`config.mk`:
```
export PLATFORM = sky130hd
export DESIGN_NAME = multi_cycle_ctrl
export DESIGN_NICKNAME = d
export VERILOG_FILES = /design/src/rtl/multi_cycle_ctrl.sv
export SDC_FILE = /design/constraint.sdc
export NUM_CORES = 1
export LEC_CHECK = 0
export ABC_AREA = 1
export CAP_MARGIN = 30
export CORE_MARGIN = 4
export CORE_UTILIZATION = 50
export CTS_CLUSTER_SIZE = 8
export DETAILED_ROUTE_END_ITERATION = 10
export PLACE_DENSITY_LB_ADDON = 0.08
export SLEW_MARGIN = 20
export SYNTH_ARGS = -nofsm -noshare
export SYNTH_HDL_FRONTEND = slang
export SYNTH_SLANG_ARGS = --single-unit
```
`constraint.sdc`:
```
create_clock -name Clk -period 3.95 [get_ports Clk]
set_clock_uncertainty 0.05 [all_clocks]
set_input_delay 0.79 -clock Clk [delete_from_list [all_inputs] [get_ports Clk]]
set_output_delay 0.79 -clock Clk [all_outputs]
set_load 0.03 [all_outputs]
```
`src/rtl/multi_cycle_ctrl.sv`:
```
// Multi-cycle control sequencer: steps each instruction through IF/ID/EXE/MEM/WB,
// drives the ALU control code and datapath strobes, and counts retired instructions.
module multi_cycle_ctrl #(
  parameter int CNT_W = 16
) (
  input  logic             Clk,
  input  logic             Reset,
  input  logic [5:0]       Opcode,
  input  logic             Zero,
  input  logic             MemReady,
  output logic             PCWrite,
  output logic [1:0]       PCSrc,
  output logic             IRWrite,
  output logic             MemRead,
  output logic             MemWrite,
  output logic             RegWrite,
  output logic             RegDst,
  output logic             MemToReg,
  output logic [1:0]       AluSrcB,
  output logic [1:0]       AluCtrl,
  output logic             Halted,
  output logic [2:0]       State,
  output logic [CNT_W-1:0] InstrCount
);

  localparam logic [2:0] S_IF   = 3'd0;
  localparam logic [2:0] S_ID   = 3'd1;
  localparam logic [2:0] S_EXE  = 3'd2;
  localparam logic [2:0] S_MEM  = 3'd3;
  localparam logic [2:0] S_WB   = 3'd4;
  localparam logic [2:0] S_HALT = 3'd5;

  localparam logic [5:0] OP_ADD  = 6'b000000;
  localparam logic [5:0] OP_SUB  = 6'b000001;
  localparam logic [5:0] OP_OR   = 6'b000010;
  localparam logic [5:0] OP_ADDI = 6'b000100;
  localparam logic [5:0] OP_ORI  = 6'b000101;
  localparam logic [5:0] OP_LW   = 6'b100111;
  localparam logic [5:0] OP_SW   = 6'b100110;
  localparam logic [5:0] OP_BEQ  = 6'b110000;
  localparam logic [5:0] OP_J    = 6'b111000;
  localparam logic [5:0] OP_HALT = 6'b111111;

  localparam logic [1:0] ALU_ADD = 2'd0;
  localparam logic [1:0] ALU_SUB = 2'd1;
  localparam logic [1:0] ALU_OR  = 2'd2;

  localparam logic [1:0] SRCB_RT   = 2'd0;
  localparam logic [1:0] SRCB_SEXT = 2'd1;
  localparam logic [1:0] SRCB_ZEXT = 2'd2;

  localparam logic [1:0] PC_PLUS4  = 2'd0;
  localparam logic [1:0] PC_BRANCH = 2'd1;
  localparam logic [1:0] PC_JUMP   = 2'd2;

  logic [2:0]       state_q;
  logic [2:0]       state_d;
  logic [CNT_W-1:0] count_q;
  logic             retire;

  logic is_rtype;
  logic is_itype;
  logic is_lw;
  logic is_sw;
  logic is_beq;
  logic is_j;
  logic is_halt;
  logic is_legal;

  // ALU operation for register and immediate arithmetic
  function automatic logic [1:0] alu_for(input logic [5:0] op);
    case (op)
      OP_SUB:        alu_for = ALU_SUB;
      OP_OR, OP_ORI: alu_for = ALU_OR;
      default:       alu_for = ALU_ADD;
    endcase
  endfunction

  function automatic logic [1:0] srcb_for(input logic [5:0] op);
    case (op)
      OP_ADDI: srcb_for = SRCB_SEXT;
      OP_ORI:  srcb_for = SRCB_ZEXT;
      default: srcb_for = SRCB_RT;
    endcase
  endfunction

  assign is_rtype = (Opcode == OP_ADD) || (Opcode == OP_SUB) || (Opcode == OP_OR);
  assign is_itype = (Opcode == OP_ADDI) || (Opcode == OP_ORI);
  assign is_lw    = (Opcode == OP_LW);
  assign is_sw    = (Opcode == OP_SW);
  assign is_beq   = (Opcode == OP_BEQ);
  assign is_j     = (Opcode == OP_J);
  assign is_halt  = (Opcode == OP_HALT);
  assign is_legal = is_rtype || is_itype || is_lw || is_sw || is_beq || is_j || is_halt;

  always_ff @(posedge Clk) begin
    if (Reset) begin
      state_q <= S_IF;
    end else begin
      state_q <= state_d;
    end
  end

  always_comb begin
    state_d = state_q;
    case (state_q)
      S_IF: begin
        if (MemReady) state_d = S_ID;
      end
      S_ID: begin
        if (is_halt)                 state_d = S_HALT;
        else if (is_j || !is_legal)  state_d = S_IF;
        else                         state_d = S_EXE;
      end
      S_EXE: begin
        if (is_beq)              state_d = S_IF;
        else if (is_lw || is_sw) state_d = S_MEM;
        else                     state_d = S_WB;
      end
      S_MEM: begin
        if (MemReady) state_d = is_lw ? S_WB : S_IF;
      end
      S_WB:    state_d = S_IF;
      S_HALT:  state_d = S_HALT;
      default: state_d = S_IF;
    endcase
  end

  // An instruction retires when a post-fetch state hands control back to IF or HALT
  assign retire = ((state_q == S_ID) || (state_q == S_EXE) || (state_q == S_MEM) || (state_q == S_WB))
                  && ((state_d == S_IF) || (state_d == S_HALT));

  always_ff @(posedge Clk) begin
    if (Reset) begin
      count_q <= '0;
    end else if (retire) begin
      count_q <= count_q + 1'b1;
    end
  end

  always_comb begin
    PCWrite  = 1'b0;
    PCSrc    = PC_PLUS4;
    IRWrite  = 1'b0;
    MemRead  = 1'b0;
    MemWrite = 1'b0;
    RegWrite = 1'b0;
    RegDst   = 1'b0;
    MemToReg = 1'b0;
    AluSrcB  = SRCB_RT;
    AluCtrl  = ALU_ADD;
    Halted   = 1'b0;
    case (state_q)
      S_IF: begin
        MemRead = 1'b1;
        if (MemReady) begin
          IRWrite = 1'b1;
          PCWrite = 1'b1;
        end
      end
      S_ID: begin
        if (is_j) begin
          PCWrite = 1'b1;
          PCSrc   = PC_JUMP;
        end
      end
      S_EXE: begin
        if (is_lw || is_sw) begin
          AluSrcB = SRCB_SEXT;
        end else if (is_beq) begin
          AluCtrl = ALU_SUB;
          PCSrc   = PC_BRANCH;
          PCWrite = Zero;
        end else begin
          AluCtrl = alu_for(Opcode);
          AluSrcB = srcb_for(Opcode);
        end
      end
      S_MEM: begin
        // address operands stay selected for the whole access
        AluSrcB  = SRCB_SEXT;
        MemRead  = is_lw;
        MemWrite = is_sw;
      end
      S_WB: begin
        RegWrite = 1'b1;
        RegDst   = is_rtype;
        MemToReg = is_lw;
      end
      S_HALT:  Halted = 1'b1;
      default: ;
    endcase
    // Reset abandons any access in flight within the same cycle
    if (Reset) begin
      PCWrite  = 1'b0;
      IRWrite  = 1'b0;
      MemRead  = 1'b0;
      MemWrite = 1'b0;
      RegWrite = 1'b0;
    end
  end

  assign State      = state_q;
  assign InstrCount = count_q;

endmodule

```
==> impl_summary.txt, run 1 <==
----------------------------------------------------
[Placed design]
  Total placed instance area ... 0.001841 sq mm
  Placed wire-length estimate after detailed placement ... 2641 um
  Weighted congestion at the end of routability-driven global placement ... approximately 0.87
  Count of port buffers added during placement ... 42

[Critical path]
  Most prevalent standard cell on the critical path ... sky130_fd_sc_hd__clkdlybuf4s50_1
  Reg-to-Reg End ... InstrCount[15]
  Worst Path Required ... 3110 ps
  Worst setup path class ... in -> out
  Number of cells on the critical path ... 7
  Startpoint types ... input pin
  Highest fanout seen on the critical path ... 5
  Flop-to-flop setup slack ... 1960 ps
  Buffers and inverters on the worst path ... 2
  Arrival time at the worst endpoint ... 2780 ps
  Length in cells of the worst reg-to-reg path ... 9
  Critical-path top delay cell ... sky130_fd_sc_hd__clkdlybuf4s50_1
  Startpoint of the worst register-to-register path ... State[0]
  Crit path cell chain ... clkdlybuf4s50_1 > nor2_2 > nand2_1 > nor4_1 > a221oi_1 > nor2_1 > clkdlybuf4s50_1
  Largest stage delay, worst path ... 680 ps
  CP delay by family, top ... buffers and inverters
  Sort of element at the end of the critical path ... output pin

[Clock tree]
  Number of levels in the clock H-tree ... 1
  Number of buffers added by the clock tree synthesis step ... 3
  CTS root buf ... sky130_fd_sc_hd__clkbuf_4
  # clock sinks ... 19
  Number of instances resized during post-cts repair ... 0
  Hold buffer count at CTS ... 0
  CTS tree ... built
  Number of setup buffers added after CTS ... 0
  Max Buffers Root-to-Sink ... 2
  Clock edge transition at the registers on the reported setup and hold paths ... 100 ps
  Skew-Pair Late Insertion Delay ... 310 ps

[Synth]
  YS warnings ... 0
  Largest area contributor in the netlist ... sky130_fd_sc_hd__dfxtp_1
  Number of different library cells in the post-synthesis netlist ... 29
  Post-synthesis area per instance ... 6.626 sq um
  Syn Inst Count ... between 200 and 250
  Sequential cell area fraction in the yosys report ... 0.2695
  Register bit total from synthesis ... 19
  Netlist area before placement ... 0.001411 sq mm
  Top post-synthesis cells by area ... sky130_fd_sc_hd__dfxtp_1, sky130_fd_sc_hd__nand3_1, sky130_fd_sc_hd__nand2_1
  Area share of the leading cell type in the synthesized netlist ... 0.2695
  Net count after synthesis ... 224

[Floorplan]
  Number of top-level pins ... 43
  Vertical extent of the die ... around 60 um
  Starting density of the core ... 0.5162
  Die footprint ... 0.003737 sq mm
  Std-Cell Core Area ... 0.002734 sq mm
  Die X ... 61.13 um
  Number of placement rows ... 19

[STA]
  Final-report setup violation count ... 0
  Maximum frequency from static timing analysis ... 0.2760 GHz
  Tightest Pin Transition ... 515.3 ps
  Worst relative slew slack ... 0.6557
  Final Hold Fails ... 0
  Max-slew violation total from the final report ... 0
  Final total negative setup slack ... 0 ps
  Final cycle utilization of the critical path ... 0.9173
  Setup repair after global routing missed its margin ... no
  Post-layout min period ... 3623 ps

[Pwr]
  Leakage ... 0.0006798 uW
  Worst vdd ir ... 167.0 uV
  Power per cell area ... 199.2 mW/mm^2
  Final Power ... ~370 uW

[Detailed routing]
  Initial DRT Pass Iterations ... 5
  Final wirelength ... 3487 um
  DR vias/cell ... 5.248
  Number of DRC violations after detailed-routing iteration 0 ... 92
  Final routed wire length divided by cell count ... 12.19 um
  DRC errors left ... 0
  Vias after detailed routing ... 1,501
  Remaining number of nets flagged by the antenna check after routing ... 0

[Finish]
  Commonest cells after routing, fill and taps aside ... sky130_fd_sc_hd__clkdlybuf4s50_1, sky130_fd_sc_hd__nand2_1, sky130_fd_sc_hd__nand3_1
  Ratio of cells with drive above 1 in the final layout ... 0.1098
  Antenna diode instance count ... 0
  Final non-filler cell area ... 0.001868 sq mm
  Layout area overhead ... 32.36%
  Net total in the final layout ... 267
  Most common library cell in the layout ignoring fill and taps ... sky130_fd_sc_hd__clkdlybuf4s50_1

[Hold path]
  Source of the worst hold timing path ... InstrCount[15]
  Hold Crit Class ... reg -> reg
  Worst Hold Path Cells ... 2
  Worst hold path endpoint ... InstrCount[15]

[GRT]
  Remaining global-route overflow ... 0
  Overall track demand over capacity in global routing ... 0.2072
  Global-route wire length before repair ... 6030 um
  Vias in the first global route ... 1,466
  Antenna violations before repair ... 0
  Largest net degree at the start of global routing ... 21

[Status]
  Outcome ... completed

[Flow run]
  Maximum Capacitance Violations ... 0

----------------------------------------------------
[kinds of logic (layout without fill, tap and decap cells)]
kind of cell	Yosys count	count (layout)	share of synthesized area
adder cells (fa/ha/maj)	1	1	0.008864
AND/OR/NAND/NOR	123	123	0.4229
buffers and inverters	29	71	0.09308
AO/OA/AOI/OAI	27	27	0.1188
XOR/XNOR	14	14	0.08688
flip-flops	19	19	0.2695
[worst max-delay path by stage]
stage | end | from | slack, ps
finish | PCWrite | Opcode[0] | 330
global route | PCWrite | Opcode[0] | 190
CTS | PCWrite | Opcode[0] | 290
detailed placement | PCWrite | Opcode[0] | 320
global placement | PCWrite | Opcode[0] | 350
floorplan | PCWrite | Opcode[1] | 380
[flip-flops by register name, summed over array words and instances, names as in the netlist]
signal	count
State	3
InstrCount	16
[final cells by class]
class,count,area (sq um)
Tap cell,31,38.79
Fill cell,254,865.8
Inverter,23,86.33
Sequential cell,19,380.4
Multi-Input combinational cell,165,899.6
Timing Repair Buffer,44,435.4
Clock buffer,3,22.52
Clock inverter,1,5.005
[synth_stat cells]
cell,number
sky130_fd_sc_hd__nor4_1,1
sky130_fd_sc_hd__xnor2_1,5
sky130_fd_sc_hd__clkbuf_1,2
sky130_fd_sc_hd__inv_2,4
sky130_fd_sc_hd__nand2_4,2
sky130_fd_sc_hd__nor2_1,24
sky130_fd_sc_hd__nand2_2,4
sky130_fd_sc_hd__nand3_1,33
sky130_fd_sc_hd__buf_6,2
sky130_fd_sc_hd__nor2_4,1
sky130_fd_sc_hd__nor2_2,4
sky130_fd_sc_hd__nand3_2,4
sky130_fd_sc_hd__a31oi_1,2
sky130_fd_sc_hd__dfxtp_1,19
sky130_fd_sc_hd__xor2_1,9
sky130_fd_sc_hd__a221oi_1,1
sky130_fd_sc_hd__a31oi_2,1
sky130_fd_sc_hd__buf_4,2
sky130_fd_sc_hd__nand4_2,1
sky130_fd_sc_hd__nand3b_1,1
sky130_fd_sc_hd__nand4_1,2
sky130_fd_sc_hd__o21bai_1,2
sky130_fd_sc_hd__a21oi_1,19
sky130_fd_sc_hd__inv_1,19
sky130_fd_sc_hd__o21a_1,1
sky130_fd_sc_hd__ha_1,1
sky130_fd_sc_hd__nor3_1,5
sky130_fd_sc_hd__a21oi_4,1
sky130_fd_sc_hd__nand2_1,41
[metrics by stage]
step | setup WS (ps) | hold slack [ps] | utilization | cells
after floorplan | 381.5 | 555.1 | - | 213
after global placement | 346.3 | 427.5 | 0.6732 | 282
after detailed placement | 324.5 | 437.9 | 0.6732 | 282
after CTS | 291.0 | 457.0 | 0.6833 | 286
after global routing | 186.5 | 501.1 | 0.6833 | 286
final | 326.6 | 456.8 | 0.6833 | 286
[worst min-delay path, stage by stage (launching register included)]
cell and delay [ps]:
sky130_fd_sc_hd__dfxtp_1 340, sky130_fd_sc_hd__nand2_1 70, sky130_fd_sc_hd__a21oi_1 50
[report_power, final]
group / internal (uW) / switching (uW) / leakage, uW
logic: 27.3 / 47.6 / 0.000509
clock network: 37.8 / 63.1 / 0.0000177
registers: 193 / 2.98 / 0.000153
[per-layer routing]
layer  part of all wire  wire length (um)  track usage  vias up
li1                   -                 -            -      785
met5                  0                 0            0        -
met4              0.029               102      0.08359        0
met1               0.44              1549       0.2519      654
met2               0.47              1637       0.3505       49
met3              0.057               199      0.04822       13
Power figures use the tool's default switching activity.
==> inputs of run 2 (changes only) <==
- CORE_MARGIN: 4 -> 2
==> run 2 against run 1 <==
Against the previous run: die area shrank 13%; critical endpoint unchanged; routed wire length fell by 1.3%; sequential power is essentially flat.
==> impl_summary.txt, run 2 (synthesis gave the netlist of run 1 again) <==
----------------------------------------------------
[STA]
  Final total negative setup slack ... 0 ps
  Post-layout min period ... 3633 ps
  Final Hold Fails ... 0
  Setup repair after global routing missed its margin ... no
  Final cycle utilization of the critical path ... 0.9198
  Final-report setup violation count ... 0
  Max-slew violation total from the final report ... 0
  Maximum frequency from static timing analysis ... 0.2752 GHz
  Setup slack after layout ... around 320 ps
  Worst relative slew slack ... 0.6561
  Tightest Pin Transition ... 514.7 ps

[Detailed routing]
  DRC errors left ... 0
  Vias after detailed routing ... 1,503
  Initial DRT Pass Iterations ... 4
  Final wirelength ... around 3400 um
  Final routed wire length divided by cell count ... 12.03 um
  Remaining number of nets flagged by the antenna check after routing ... 0
  DR vias/cell ... 5.255
  Number of DRC violations after detailed-routing iteration 0 ... 42

[Clock tree]
  Skew-Pair Late Insertion Delay ... 310 ps
  CTS root buf ... sky130_fd_sc_hd__clkbuf_4
  Number of levels in the clock H-tree ... 1
  Number of instances resized during post-cts repair ... 0
  CTS tree ... built
  Clock edge transition at the registers on the reported setup and hold paths ... 110 ps
  # clock sinks ... 19
  Number of buffers added by the clock tree synthesis step ... 3
  Number of setup buffers added after CTS ... 0
  Max Buffers Root-to-Sink ... 2
  Hold buffer count at CTS ... 0

[GRT]
  Vias in the first global route ... 1,396
  Overall track demand over capacity in global routing ... 0.2175
  Remaining global-route overflow ... 0
  Largest net degree at the start of global routing ... 21
  Antenna violations before repair ... 0
  Global-route wire length before repair ... 5789 um

[Pwr]
  Final Power ... 373.2 uW
  Reg power frac ... 0.526
  Internal power consumption ... 258.6 uW
  Worst vdd ir ... 204.0 uV
  Share of total power consumed by net switching ... 0.3070
  Leakage ... between 0.0006 and 0.0007 uW
  Power per cell area ... between 150 and 200 mW/mm^2
  Portion of total power attributed to the clock network ... 0.274
  Switching Power ... ~110 uW
  Gate power share ... 0.200

[Floorplan]
  Number of placement rows ... 19
  Std-Cell Core Area ... 0.002710 sq mm
  Vertical extent of the die ... 57.13 um
  Starting density of the core ... 0.5208
  Number of top-level pins ... between 40 and 50
  Die X ... 57.13 um
  Die footprint ... 0.003264 sq mm

[Placed design]
  Weighted congestion at the end of routability-driven global placement ... 0.7997
  Post-placement setup slack ... 324.1 ps
  Count of port buffers added during placement ... 42
  Placed wire-length estimate after detailed placement ... 2560 um

[Finish]
  Net total in the final layout ... 267
  Most common library cell in the layout ignoring fill and taps ... sky130_fd_sc_hd__clkdlybuf4s50_1
  Largest register FFs ... 16
  Ratio of cells with drive above 1 in the final layout ... 0.1098
  Antenna diode instance count ... 0
  Commonest cells after routing, fill and taps aside ... sky130_fd_sc_hd__clkdlybuf4s50_1, sky130_fd_sc_hd__nand2_1, sky130_fd_sc_hd__nand3_1
  Layout area overhead ... 32.36%

[Critical path]
  Length in cells of the worst reg-to-reg path ... 9
  Sort of element at the end of the critical path ... output pin
  Highest fanout seen on the critical path ... 5
  Startpoint of the worst register-to-register path ... State[2]
  Startpoint types ... input pin
  Worst setup path class ... in -> out
  Worst Path Required ... 3110 ps
  Critical path startpoint ... Opcode[0]
  Arrival time at the worst endpoint ... 2790 ps

[Status]
  Outcome ... completed

[Hold path]
  Worst Hold Path Cells ... 2
  Hold Crit Class ... reg -> reg
  Source of the worst hold timing path ... InstrCount[15]

[Flow run]
  Maximum Capacitance Violations ... 0

----------------------------------------------------
==> run 2: cell counts in the layout (fill, tap and decap cells not counted) <==
No cell type changed its count.
==> run 2: final timing paths <==
check	slack, ps	end
worst min register to register	450	InstrCount[15]
worst min-delay path	450	InstrCount[15]
worst max-delay path	320	PCWrite
worst max register to register	1980	InstrCount[6]
==> run 2: metrics by stage <==
step | hold slack, ps | util | instances | instance area [sq um]
global placement | 434.2 | 0.6791 | 282 | 1841
global route | 482.5 | 0.6893 | 286 | 1868
floorplan | 555.1 | - | 213 | 1411
finish | 451.5 | 0.6893 | 286 | 1868
CTS | 456.4 | 0.6893 | 286 | 1868
detailed placement | 439.2 | 0.6791 | 282 | 1841
==> run 2: final cells by class <==
type	count	area, sq um
Multi-Input combinational cell	165	899.6
Fill cell	256	842.1
Timing Repair Buffer	44	435.4
Sequential cell	19	380.4
Inverter	23	86.33
Tap cell	31	38.79
Clock buffer	3	22.52
Clock inverter	1	5.005
==> run 2: per-layer routing <==
metal,vias to the layer above,global-route usage,part of all wire
met1,665,0.2629,0.45
li1,783,-,-
met5,-,0,0
met4,0,0.07641,0.015
met3,7,0.02494,0.055
met2,48,0.3957,0.48
==> run 2: power groups by stage <==
stage          sequential (uW)  combinational, uW  clock [uW]
6_report                   196               74.7         102
5_1_grt                    197               81.3         111
4_1_cts                    196               74.9         103
3_5_place_dp               201               74.8           0
3_3_place_gp               201               74.3           0
2_1_floorplan              204               46.4           0
==> run 2: critical path, cell delays in order <==
cell and delay, ps:
sky130_fd_sc_hd__clkdlybuf4s50_1 500, sky130_fd_sc_hd__nor2_2 200, sky130_fd_sc_hd__nand2_1 70, sky130_fd_sc_hd__nor4_1 360, sky130_fd_sc_hd__a221oi_1 90, sky130_fd_sc_hd__nor2_1 110, sky130_fd_sc_hd__clkdlybuf4s50_1 670
==> inputs of run 3 (changes only) <==
--- a/constraint.sdc
+++ b/constraint.sdc
@@ -3,3 +3,3 @@
 set_input_delay 0.79 -clock Clk [delete_from_list [all_inputs] [get_ports Clk]]
 set_output_delay 0.79 -clock Clk [all_outputs]
-set_load 0.03 [all_outputs]
+set_load 0.1 [all_outputs]
==> run 3 against run 2 <==
Against the previous run: register-to-register slack barely moved; global-route usage grew 1.8 points; sequential power about the same; flip-flop and latch count unchanged; cell count shrank 0.35%; power increased by 7.8%; die area did not move; critical endpoint unchanged; largest power group unchanged; highest routed layer unchanged.
==> impl_summary.txt, run 3 (synthesis gave the netlist of run 1 again) <==
----------------------------------------------------
[Status]
  Outcome ... completed

[Floorplan]
  Die footprint ... 0.003264 sq mm
  Starting density of the core ... 0.5208
  Std-Cell Core Area ... 0.002710 sq mm
  Number of placement rows ... 19
  Number of top-level pins ... 43
  Die X ... 57.13 um
  Vertical extent of the die ... between 50 and 60 um

[Flow run]
  Maximum Capacitance Violations ... 0

[Finish]
  Commonest cells after routing, fill and taps aside ... sky130_fd_sc_hd__nand2_1, sky130_fd_sc_hd__nand3_1, sky130_fd_sc_hd__clkdlybuf4s50_1
  Final core area utilization ... 0.7018
  Largest register FFs ... 16
  Layout area overhead ... 34.75%
  Antenna diode instance count ... 0
  Most common library cell in the layout ignoring fill and taps ... sky130_fd_sc_hd__nand2_1
  Net total in the final layout ... 266
  Ratio of cells with drive above 1 in the final layout ... 0.1772
  Final cell count without fillers ... roughly 290

[STA]
  Final Hold Fails ... 0
  Final cycle utilization of the critical path ... 0.8371
  Setup repair after global routing missed its margin ... no
  Maximum frequency from static timing analysis ... 0.3024 GHz
  Worst relative slew slack ... 0.3490
  Setup slack after layout ... between 600 and 700 ps
  Final total negative setup slack ... 0 ps
  Tightest Pin Transition ... 973.4 ps
  Final-report setup violation count ... 0
  Post-layout min period ... 3307 ps
  Max-slew violation total from the final report ... 0

[Critical path]
  Arrival time at the worst endpoint ... about 2500 ps
  Highest fanout seen on the critical path ... 9
  Startpoint types ... input pin
  Sort of element at the end of the critical path ... output pin
  Worst Path Required ... 3110 ps
  Worst setup path class ... in -> out

[Detailed routing]
  DR vias/cell ... 5.488
  Initial DRT Pass Iterations ... 4
  Final wirelength ... about 3600 um
  Vias after detailed routing ... 1,564
  Number of DRC violations after detailed-routing iteration 0 ... 55
  Remaining number of nets flagged by the antenna check after routing ... 0
  DRC errors left ... 0
  Final routed wire length divided by cell count ... 12.53 um

[GRT]
  Remaining global-route overflow ... 0
  Antenna violations before repair ... 0
  Vias in the first global route ... 1,497
  Global-route wire length before repair ... roughly 6200 um
  Overall track demand over capacity in global routing ... 0.2357
  Largest net degree at the start of global routing ... 19

[Pwr]
  Portion of total power attributed to the clock network ... 0.257
  Internal power consumption ... 261.5 uW
  Worst vdd ir ... 182.4 uV
  Gate power share ... 0.254
  Reg power frac ... 0.489
  Share of total power consumed by net switching ... 0.3499
  Switching Power ... 140.7 uW
  Power per cell area ... 211.5 mW/mm^2
  Leakage ... 0.0007193 uW

[Clock tree]
  Hold buffer count at CTS ... 0
  Clock edge transition at the registers on the reported setup and hold paths ... 120 ps
  Number of instances resized during post-cts repair ... 0
  CTS tree ... built
  Skew-Pair Late Insertion Delay ... 310 ps
  Number of setup buffers added after CTS ... 0
  CTS root buf ... sky130_fd_sc_hd__clkbuf_4
  # clock sinks ... 19
  Number of buffers added by the clock tree synthesis step ... 3
  Max Buffers Root-to-Sink ... 2
  Number of levels in the clock H-tree ... 1

[Hold path]
  Hold Crit Class ... reg -> reg

[Placed design]
  Post-placement setup slack ... around 640 ps
  Weighted congestion at the end of routability-driven global placement ... 0.8807
  Placed cell count ... 281
  Count of port buffers added during placement ... 42
  Placed wire-length estimate after detailed placement ... 2763 um

----------------------------------------------------
-- run 3: stage by stage --
step | power, uW | instance area (sq um) | hold slack, ps
6_report | 402.2 | 1902 | 446.5
5_1_grt | 418.6 | 1902 | 496.1
4_1_cts | 404.5 | 1902 | 454.6
3_5_place_dp | 303.2 | 1874 | 437.0
3_3_place_gp | 302.3 | 1874 | 431.6
2_1_floorplan | 274.4 | 1438 | 867.8
-- run 3: critical path, cell delays in order --
cell and delay, ps:
sky130_fd_sc_hd__clkdlybuf4s50_1 600, sky130_fd_sc_hd__nor2_2 230, sky130_fd_sc_hd__nand2_1 110, sky130_fd_sc_hd__nor4_4 300
sky130_fd_sc_hd__a221oi_1 130, sky130_fd_sc_hd__nor2_4 130, sky130_fd_sc_hd__buf_12 180
-- run 3: power by group through the flow --
| stage | clock network, uW | registers [uW] | logic (uW) |
|---|---|---|---|
| after floorplan | 0 | 214 | 60.3 |
| after global placement | 0 | 201 | 102 |
| after detailed placement | 0 | 201 | 102 |
| after CTS | 105 | 197 | 102 |
| after global routing | 112 | 197 | 109 |
| final | 103 | 197 | 102 |
-- run 3: layer usage --
metal  vias to the layer above  GRT usage  routed length [um]
met5                         -          0                   0
met4                         0     0.1196                 106
met2                        62     0.4154                1847
li1                        786          -                   -
met3                        11    0.03628                 193
met1                       705     0.2751                1424
-- run 3: final timing paths --
path / from / end / slack [ps] / depth (start not counted)
min reg2reg: InstrCount[15] / InstrCount[15] / 450 / 2
max: Opcode[1] / PCWrite / 640 / 7
min: InstrCount[15] / InstrCount[15] / 450 / 2
max reg2reg: State[2] / InstrCount[4] / 1990 / 9
-- run 3: layout make-up --
| type | count | area [sq um] |
|---|---|---|
| clock inverters | 1 | 5.005 |
| clock buffers | 3 | 22.52 |
| inverters | 23 | 86.33 |
| well taps | 31 | 38.79 |
| fillers | 254 | 808.3 |
| flip-flops and latches | 19 | 381.6 |
| repair buffers | 43 | 442.9 |
| multi-input cells | 165 | 924.6 |
==> variant 1 (settings of run 2) <==
Register the output `InstrCount` once more, cleared by the reset; this adds one clock of latency there. The other outputs are not delayed to match.
--- a/src/rtl/multi_cycle_ctrl.sv
+++ b/src/rtl/multi_cycle_ctrl.sv
@@ -202,5 +202,11 @@
 
   assign State      = state_q;
-  assign InstrCount = count_q;
+  always_ff @(posedge Clk) begin
+    if (Reset) begin
+      InstrCount <= '0;
+    end else begin
+      InstrCount <= count_q;
+    end
+  end
 
 endmodule
Check against the original RTL: not equivalent (Yosys sat finds a counterexample within 4 cycles, from zero or initial values and one cycle with Reset high).
==> variant 1 against run 2 <==
  * Setup slack got worse by 0.025 ns
  * Non-clock buffer count stayed put
  * Final area up 34%
  * Global-route usage up 0.40 points
  * Utilization decreased by 1.3 points
  * Routed wire length increased by 28%
  * Synthesized area is 38% higher
  * Total power increased by 110%
  * Sequential cell count increased by 16
  * Critical path type unchanged
  * Highest routed layer unchanged
==> variant 1: results (changes against run 2) <==
| Metric | Value |
|---|---|
| Max-slew violations | `0 (unchanged)` |
| Crit-path max FO | `5 (unchanged)` |
| Async S/R FF share, synth | `0 (unchanged)` |
| Ratio of cells with drive above 1 in the final layout | `0.178 (+0.0682)` |
| CTS clk-pin slew, worst paths | `0.08 ns (-0.03 ns)` |
| Postcts setup bufs | `0 (unchanged)` |
| Fillers | `339 (+32%)` |
| Hold Path Origin | `count_q[15]` |
| Synth unique cells | `29 (unchanged)` |
| Synthesized Nets | `275 (+23%)` |
| Worst ir drop on vdd | `0.204 mV (+0.21%)` |
| Synth top area cells | `dfxtp_1 36%, nor2_1 8.1%, nand3_1 7.7%, inv_1 6.9%, nand2_1 5.6%` |
| First-pass DRT Iterations | `6 (+2)` |
| Class of the most critical setup path | `input pin to primary output` |
| Placed inst area | `2380 sq um (+29%)` |
| Clock root cell | `clkbuf_8` |
| Total gr overflow | `0 (unchanged)` |
| Max Buffers Root-to-Sink | `2 (unchanged)` |
| Sequential area share after synthesis | `0.360 (+0.0909)` |
| Vias | `1,792 (+19%)` |
| Leakage power | `0.000948 uW (+39%)` |
| Largest net degree at the start of global routing | `23 (+9.5%)` |
| CTS buffer count | `5 (+2)` |
| Final net count | `319 (+19%)` |
| Critical path startpoint | `Opcode[1]` |
| Initial antenna violation count | `0 (unchanged)` |
| First DRT Iteration DRCs | `109 (+160%)` |
| Worst slack, placed | `0.298 ns (-0.0261 ns)` |
| Crit path arrival time | `2.82 ns (+0.03 ns)` |
| Post-CTS Resized | `0 (unchanged)` |
| Hpwl dp | `3370 um (+32%)` |
| H-Tree Depth | `2 (+1)` |
| Outcome | `finished, final reports clean` |
| Synth Flop Type | `dfxtp_1` |
| DR WL/cell | `12.4 um (+2.8%)` |
| Rel. slew slack | `0.701 (+0.0445)` |
| IO buf count | `42 (unchanged)` |
| Diode count | `0 (unchanged)` |
| Vias in the first global route | `1,623 (+16%)` |
| Synth cell count leaders | `42 x nor2_1, 36 x inv_1, 35 x dfxtp_1` |
| RePlAce Congestion | `0.894 (+12%)` |
| GRT Total Usage | `0.221 (+0.00396)` |
| Worst reg2reg path startpoint | `count_q[0]` |
| Clock Latency Late Sink | `roughly 0.30 ns` |
| First-pass GRT wire length | `7380 um (+27%)` |
==> variant 1: cell types whose count changed after synthesis, moves of 5 or more <==
cell and delta:
inv_1 +17, xnor2_1 -5, nand2_2 +12, dfxtp_1 +16
nor2_1 +18, a21oi_2 +11, nand2_1 -12, a21oi_1 -12
==> variant 1: kinds of logic after synthesis <==
kind of cell | after synthesis | synth area share
AND/OR/NAND/NOR | 146 | 0.377
buffers and inverters | 46 | 0.105
flip-flops | 35 | 0.360
AO/OA/AOI/OAI | 24 | 0.0972
XOR/XNOR | 12 | 0.0541
adder cells (fa/ha/maj) | 1 | 0.00643
==> variant 1: critical path, stage by stage <==
cell and delay [ns]:
clkdlybuf4s50_1 0.50, nor2_1 0.26, nand2_1 0.08, nor4_1 0.32
a221oi_1 0.09, nor2_1 0.10, clkdlybuf4s50_1 0.67
==> variant 1: final cells by class <==
type,instances,area (sq um),share of cell area
inverter,39,146,0.0587
clock buffer,5,68.8,0.0276
timing repair buffer,44,435,0.175
clock inverter,3,43.8,0.0176
multi-input combinational,183,1040,0.417
tap,48,60.1,0.0241
sequential,35,701,0.281
==> variant 1: through the flow <==
| step | hold WS (ns) | std cells | power [uW] |
|---|---|---|---|
| floorplan | 0.378 | 264 | 425 |
| global placement | 0.395 | 349 | 449 |
| detailed placement | 0.400 | 349 | 449 |
| CTS | 0.433 | 357 | 773 |
| global route | 0.459 | 357 | 796 |
| finish | 0.429 | 357 | 769 |
==> variant 1: final timing paths <==
path | end | slack, ns | cells after the start
hold reg to reg | InstrCount[15] | 0.43 | 2
hold / removal | InstrCount[15] | 0.43 | 2
setup reg to reg | count_q[12] | 2.07 | 6
setup / recovery | PCWrite | 0.29 | 7
==> variant 1: power by group <==
part           internal, uW  switching [uW]  leakage [uW]
sequential              355            3.13      0.000282
clock                   188             140     0.0000581
combinational          28.1            54.5      0.000607
==> variant 1: routing by layer <==
layer | vias to the layer above | wire length (um) | global-route usage
met5 | - | 0 | 0
met4 | 0 | 82 | 0.0842
met3 | 8 | 235 | 0.0596
met2 | 46 | 2110 | 0.359
met1 | 807 | 1980 | 0.279
li1 | 931 | - | -
==> variant 2 (settings of run 2) <==
Without the edit above. Change the parameter `CNT_W` from 16 to 32.
--- a/src/rtl/multi_cycle_ctrl.sv
+++ b/src/rtl/multi_cycle_ctrl.sv
@@ -2,5 +2,5 @@
 // drives the ALU control code and datapath strobes, and counts retired instructions.
 module multi_cycle_ctrl #(
-  parameter int CNT_W = 16
+  parameter int CNT_W = 32
 ) (
   input  logic             Clk,
Interface: changed (resized InstrCount); port bits go from 43 to 59. No check against the original RTL was run, so the function may have changed too.
==> variant 2 against run 2 <==
  * Combinational power up 14%
  * Synthesized area up 83%
  * Highest routed layer unchanged
  * Routed wire length up 120%
  * Setup slack worse by 0.14 ns
  * Non-clock buffer count up 17
  * Sequential share of layout area up 1.2 points
  * Final area up 74%
  * Total power up 88%
  * Clock power rose to 2.5 times the old value
  * Via count up 97%
  * Sequential cell count up 16
  * Critical path depth up 2
==> variant 2: results (changes against run 2) <==
| Metric | Value |
|---|---|
| Largest net degree at the start of global routing | `34 (+62%)` |
| Hpwl dp | `5720 um (+120%)` |
| Final net count | `492 (+84%)` |
| Yosys warning count | `0 (unchanged)` |
| Vias/cell | `5.37 (+2.1%)` |
| Synth Flop Type | `dfxtp_1` |
| Synth cell count leaders | `156 x nand2_1, 69 x nor2_1, 35 x dfxtp_1` |
| Crit-path max FO | `5 (unchanged)` |
| Ratio of cells with drive above 1 in the final layout | `0.0498 (-0.0600)` |
| Synth top area cells | `dfxtp_1 27%, nand2_1 23%, nor2_1 10%, nand4_1 7.7%, a21oi_1 6.6%` |
| Initial antenna violation count | `0 (unchanged)` |
| Worst ir drop on vdd | `0.141 mV (-31%)` |
| Slowest stage delay, CP | `0.65 ns (-0.02 ns)` |
| GRT Total Usage | `0.267 (+0.0497)` |
| First-pass GRT wire length | `12,700 um (+120%)` |
| Largest register FFs | `32 (+16)` |
| RePlAce Congestion | `0.980 (+23%)` |
| Fillers | `509 (+99%)` |
| Clock root cell | `clkbuf_8` |
| Clock Latency Late Sink | `0.29 ns (-0.02 ns)` |
| CP max-delay cell | `clkdlybuf4s50_1` |
| Worst min-delay path category | `flip-flop to flip-flop` |
| Synthesized Nets | `440 (+96%)` |
| Rel. slew slack | `0.518 (-0.138)` |
| Number of enable-type register cells in the synthesized netlist | `0 (unchanged)` |
| First-pass DRT Iterations | `5 (+1)` |
| Vias in the first global route | `2,623 (+88%)` |
| Initial Util | `0.513 (-0.00812)` |
| Crit path arrival time | `2.93 ns (+0.14 ns)` |
| IO buf count | `58 (+38%)` |
| H-Tree Depth | `2 (+1)` |
| First DRT Iteration DRCs | `214 (+410%)` |
| Outcome | `finished, final reports clean` |
| Min cycle time layout | `3.77 ns (+0.136 ns)` |
| Die width | `75.9 um (+33%)` |
| Leakage power | `0.00115 uW (+69%)` |
| CTS buffer count | `5 (+2)` |
| Sequential area share after synthesis | `0.271 (+0.00155)` |
| DR WL/cell | `13.9 um (+15%)` |
| Worst R2R Setup Slack | `1.85 ns (-0.13 ns)` |
| CTS clk-pin slew, worst paths | `0.07 ns (-0.04 ns)` |
| Worst slack, placed | `0.190 ns (-0.134 ns)` |
==> variant 2: cell types whose count changed after synthesis, sizes merged, moves of 2 or more <==
| cell | delta |
|---|---|
| a31oi | -2 |
| nand3 | -26 |
| nand2 | +109 |
| nand3b | +15 |
| nand4 | +31 |
| buf | +9 |
| a21oi | +15 |
| inv | +2 |
| nor2 | +45 |
| dfxtp | +16 |
==> variant 2: final timing paths <==
path,end,cells past startpoint,startpoint
max reg2reg,InstrCount[16],8,InstrCount[0]
min,InstrCount[31],2,InstrCount[31]
max,PCWrite,9,Opcode[1]
min reg2reg,InstrCount[31],2,InstrCount[31]
==> variant 2: power breakdown <==
group | internal, uW | switching, uW
Combinational | 27.4 | 57.9
Sequential | 355 | 4.26
Clock | 124 | 135
Total | 506 | 197
==> variant 2: cell families (layout without fill, tap and decap cells) <==
family          count (synthesis)  count (layout)  synth area share
buf+inv                        41              94            0.0755
simple gates                  298             298             0.519
compound gates                 39              39            0.0789
flops                          35              35             0.271
xor+xnor                       15              15            0.0508
fa+ha+maj                       1               1           0.00484
==> variant 2: layer usage <==
| layer | GRT usage | routed length (um) |
|---|---|---|
| met2 | 0.418 | 3360 |
| met1 | 0.372 | 3720 |
| met5 | 0 | 0 |
| met3 | 0.0500 | 396 |
| met4 | 0.0873 | 180 |
==> variant 2: layout make-up <==
class / instances / area, sq um / share of cell area
timing repair buffer: 61 / 603 / 0.185
tap: 70 / 87.6 / 0.0269
clock buffer: 7 / 76.3 / 0.0234
inverter: 25 / 93.8 / 0.0288
multi-input combinational: 353 / 1690 / 0.519
clock inverter: 1 / 5.00 / 0.00154
sequential: 35 / 701 / 0.215
==> variant 2: worst min-delay path, cell delays in order, from the launching register on <==
cell	delay [ns]
dfxtp_1	0.34
nand2_1	0.07
a21oi_1	0.06
==> variant 2: metrics by stage <==
stage / instance area [sq um] / hold slack, ns / utilization / power (uW) / cells
final: 3260 / 0.468 / 0.646 / 703 / 552
after global routing: 3260 / 0.490 / 0.646 / 725 / 552
after floorplan: 2580 / 0.557 / - / 423 / 429
after CTS: 3260 / 0.468 / 0.646 / 707 / 552
after global placement: 3170 / 0.427 / 0.630 / 451 / 544
after detailed placement: 3170 / 0.456 / 0.630 / 452 / 544
